## src/rtl/mux_2.sv

```systemverilog
// mux_2: two-input data mux with a combinational output, an enabled
// registered copy, and sel-change tracking (pulse + saturating counter).
module mux_2 #(
    parameter int WIDTH     = 32,
    parameter int CNT_WIDTH = 16
) (
    input  logic                 clk,
    input  logic                 rst_n,
    input  logic                 sel,
    input  logic [WIDTH-1:0]     a,
    input  logic [WIDTH-1:0]     b,
    input  logic                 en,
    output logic [WIDTH-1:0]     f,
    output logic [WIDTH-1:0]     f_q,
    output logic                 sel_q,
    output logic                 sel_chg,
    output logic [CNT_WIDTH-1:0] toggle_cnt
);

    logic [WIDTH-1:0]     w_f;
    logic                 w_sel_diff;
    logic                 w_cnt_sat;

    logic [WIDTH-1:0]     r_f_q;
    logic                 r_sel_q;
    logic                 r_sel_chg;
    logic [CNT_WIDTH-1:0] r_toggle_cnt;

    // Data select; an unknown sel poisons the whole output in simulation
    // while the default arm keeps synthesis latch-free.
    always_comb begin
        w_f = '0;
        case (sel)
            1'b0:    w_f = a;
            1'b1:    w_f = b;
            default: w_f = 'x;
        endcase
    end

    // A change is judged against the last sampled sel; after reset that is 0.
    assign w_sel_diff = (sel != r_sel_q);
    assign w_cnt_sat  = &r_toggle_cnt;

    // Registered output stage, loaded only on enabled edges.
    always_ff @(posedge clk) begin
        if (!rst_n)
            r_f_q <= '0;
        else if (en)
            r_f_q <= w_f;
    end

    // Sampled sel and its one-cycle change pulse, both independent of en.
    always_ff @(posedge clk) begin
        if (!rst_n) begin
            r_sel_q   <= 1'b0;
            r_sel_chg <= 1'b0;
        end else begin
            r_sel_q   <= sel;
            r_sel_chg <= w_sel_diff;
        end
    end

    // Count sel changes, sticking at all-ones instead of wrapping.
    always_ff @(posedge clk) begin
        if (!rst_n)
            r_toggle_cnt <= '0;
        else if (w_sel_diff && !w_cnt_sat)
            r_toggle_cnt <= r_toggle_cnt + CNT_WIDTH'(1);
    end

    assign f          = w_f;
    assign f_q        = r_f_q;
    assign sel_q      = r_sel_q;
    assign sel_chg    = r_sel_chg;
    assign toggle_cnt = r_toggle_cnt;

endmodule

```

## config.mk

```make
export PLATFORM = sky130hd
export DESIGN_NAME = mux_2
export DESIGN_NICKNAME = d
export VERILOG_FILES = /design/src/rtl/mux_2.sv
export SDC_FILE = /design/constraint.sdc
export NUM_CORES = 1
export LEC_CHECK = 0
export ABC_CLOCK_PERIOD_IN_PS = 2050
export CORE_MARGIN = 5
export CORE_UTILIZATION = 37
export CTS_BUF_LIST = sky130_fd_sc_hd__clkbuf_4 sky130_fd_sc_hd__clkbuf_8 sky130_fd_sc_hd__clkbuf_16
export CTS_CLUSTER_DIAMETER = 120
export DETAILED_ROUTE_END_ITERATION = 8
export GPL_TIMING_DRIVEN = 1
export PLACE_DENSITY = 0.8
export SYNTH_ARGS = -nofsm -noshare
export SYNTH_HDL_FRONTEND = slang
export SYNTH_SLANG_ARGS = --single-unit
```

## constraint.sdc

```tcl
create_clock -name clk -period 2.05 [get_ports clk]
set_clock_uncertainty 0.05 [all_clocks]
set_input_delay 0.3075 -clock clk [delete_from_list [all_inputs] [get_ports clk]]
set_output_delay 0.3075 -clock clk [all_outputs]
set_load 0.02 [all_outputs]
```

==> metrics.yaml <==
power_switching_uw: 711.7
first_pass_iters: 4
coreArea_um2: 6314
period_minus_slack_ns: 1.993
combPwrFrac_pct: 32.8
cts.sink_count: 50
crit_chain: "clkdlybuf4s15_2, buf_6, mux2_2, clkdlybuf4s50_1"
critical_path_arrival_ns: 1.64
dpl.hpwl_um: 6160
path_clk_slew_ns: 0.09
syn_inst: 245
synth_edf_count: 0
critPathMaxFanout: 10
drc_errors: 0
yosysTopAreaCell: "dfxtp_1"
syn_area_per_cell_um2: 9.734
vias: 2521
grt_pass1_vias: 2572
fp.dieH_um: 90.29
layout.nets: 486
maxClockFrequency_mhz: 501.7
clock_latency_ns: 0.30
drv_slew: 0
preCtsSetupSlack_ns: -0.3846
wirelength_um: 7694
ys_async_sr_fraction_pct: 0
grt_setup_unrepaired: "false"
synth_warnings: 0
synthTopCellsByCount: "dfxtp_1, nor2_1, mux2i_1, mux2_2, clkbuf_1"
required_ns: 1.69
reg2reg_slack_ns: 0.20
grt_antenna_before_repair: 0
cp_slowest_cell: "clkdlybuf4s50_1"
cts_made_buffers: 5
final_core_util_pct: 68.01
fp-row-count: 29
syn_area_um2: 2385
grt_max_degree: 24
end_kind: "primary output"
fin_crit_sh_pct: 97.23
cap_violations: 0
cp_top_family: "buffers and inverters"
setup_viol: 0
die_w_um: 90.29
synth_cell_types: 33
worstMarginPinSlew_ns: 0.4863
area_growth_pct: 80.06
power_mw: 2.444
viasPerCell: 5.093
worstHoldPathType: "input port to flip-flop"
p_clk_share_pct: 23.6
hold_viol_final: 0
io_pins: 150
max_stage_delay_ns: 0.54
synth_most_common_cell: "dfxtp_1"
syn_nets: 314
sequentialPowerShare_pct: 43.6
antenna_cells: 0
ant_nets: 0
holdWs_ns: 0.4460
p_leak_nw: 1.848
path_buf_inv: 3
drt_iter0_markers: 65
cts_tree: "yes"
synth-main-ff-cell: "dfxtp_1"
cts_root_buffer: "clkbuf_8"
start_util_pct: 37.77
switching_share_pct: 29.12
outcome: "completed"
gp_congestion: 0.7741
fin_ws_ns: 0.05682
die_area_um2: 8151
synth_seq_area_share_pct: 41.97
synthTopCellsByArea: "dfxtp_1, mux2_2, mux2i_1"
peakVddDrop_uv: 370.3
htreeDepth: 2
synth-seq-cells: 50
power_density_nw_per_um2: 569.2
critPathKind: "input port to primary output"
clk_path_buf_depth: 2
start_kind: "input port"
wl_per_cell_um: 15.54
slew_headroom_pct: 67.33
synth_top_area_share_pct: 41.97
grt_usage_pct: 18.43
drive_above_1_share_pct: 18.18
io_buffer_count: 149
grt_pass1_wl_um: 12520
intPower_mw: 1.732
grt-ovfl-total: 0
## sequential cells by signal, indices dropped and copies added, names as in the netlist
name,count
f_q,32
toggle_cnt,16
sel_chg,1
sel_q,1
## placed cells by master, fill, tap and decap left out, types with 5 or more instances in the layout
cell type        count
buf_4               29
a21oi_1              9
nor2_1              37
nand3_1              6
nor3_1               7
clkbuf_8             5
nand4_1              7
clkdlybuf4s50_1    120
mux2i_1             33
dlygate4sd2_1       10
dfxtp_1             49
mux2_2              32
dlymetal6s2s_1      17
nand2_1              5
o31ai_1              5
## worst paths after layout
check	endpoint	startpoint	cells after the start
worst min register to register	f_q[16]	f_q[16]	2
worst max register to register	toggle_cnt[8]	toggle_cnt[0]	6
worst max-delay path	f[21]	sel	4
worst min-delay path	f_q[28]	en	3
## metrics by stage
| stage | cell area [um^2] | TNS, ns | cells |
|---|---|---|---|
| 2_1_floorplan | 2385 | 0 | 245 |
| 3_3_place_gp | 4168 | -11.93 | 487 |
| 3_5_place_dp | 4168 | -13.02 | 487 |
| 4_1_cts | 4250 | 0 | 495 |
| 5_1_grt | 4294 | 0 | 495 |
| 6_report | 4294 | 0 | 495 |
## layer usage
metal,up-vias,global-route usage (%),share of wire (%)
met2,78,34.15,54
li1,1235,-,-
met1,1200,20.54,38
met5,-,0,0
met4,0,4.342,0.86
met3,8,5.417,7.4
## area by class of cell
type,instances,area [um^2]
fillers,535,2019
repair buffers,181,1787
multi-input cells,176,1308
flip-flops and latches,50,1002
well taps,77,96.34
clock buffers,6,76.32
clock inverters,2,13.76
inverters,3,11.26
## worst min-delay path: cells and delay by family
kind	cells	cell delay, ns
buf+inv	1	0.22
mux	1	0.16
simple gates	1	0.07
## power groups by stage
stage	clock [mW]	sequential, mW	combinational (mW)
2_1_floorplan	0	1.17	0.278
5_1_grt	0.641	1.07	0.858
4_1_cts	0.598	1.07	0.816
6_report	0.577	1.07	0.801
3_5_place_dp	0	1.09	0.823
3_3_place_gp	0	1.09	0.811
## cells by family after synthesis
kind of cell	share of synthesized area (%)
flip-flops	41.97
AND/OR/NAND/NOR	16.95
XOR/XNOR	0.7347
adder cells (fa/ha/maj)	0.5246
buffers and inverters	3.200
multiplexers	28.96
AO/OA/AOI/OAI	7.661
## timing repair
| action | CTS | global route |
|---|---|---|
| endpoints found under the setup margin | 32 | 19 |
| setup buffers | 0 | 0 |
| pin swaps | 0 | 0 |
| resized for setup | 14 | 18 |
| hold buffers | 0 | 0 |
(Power assumes the default switching activity.)
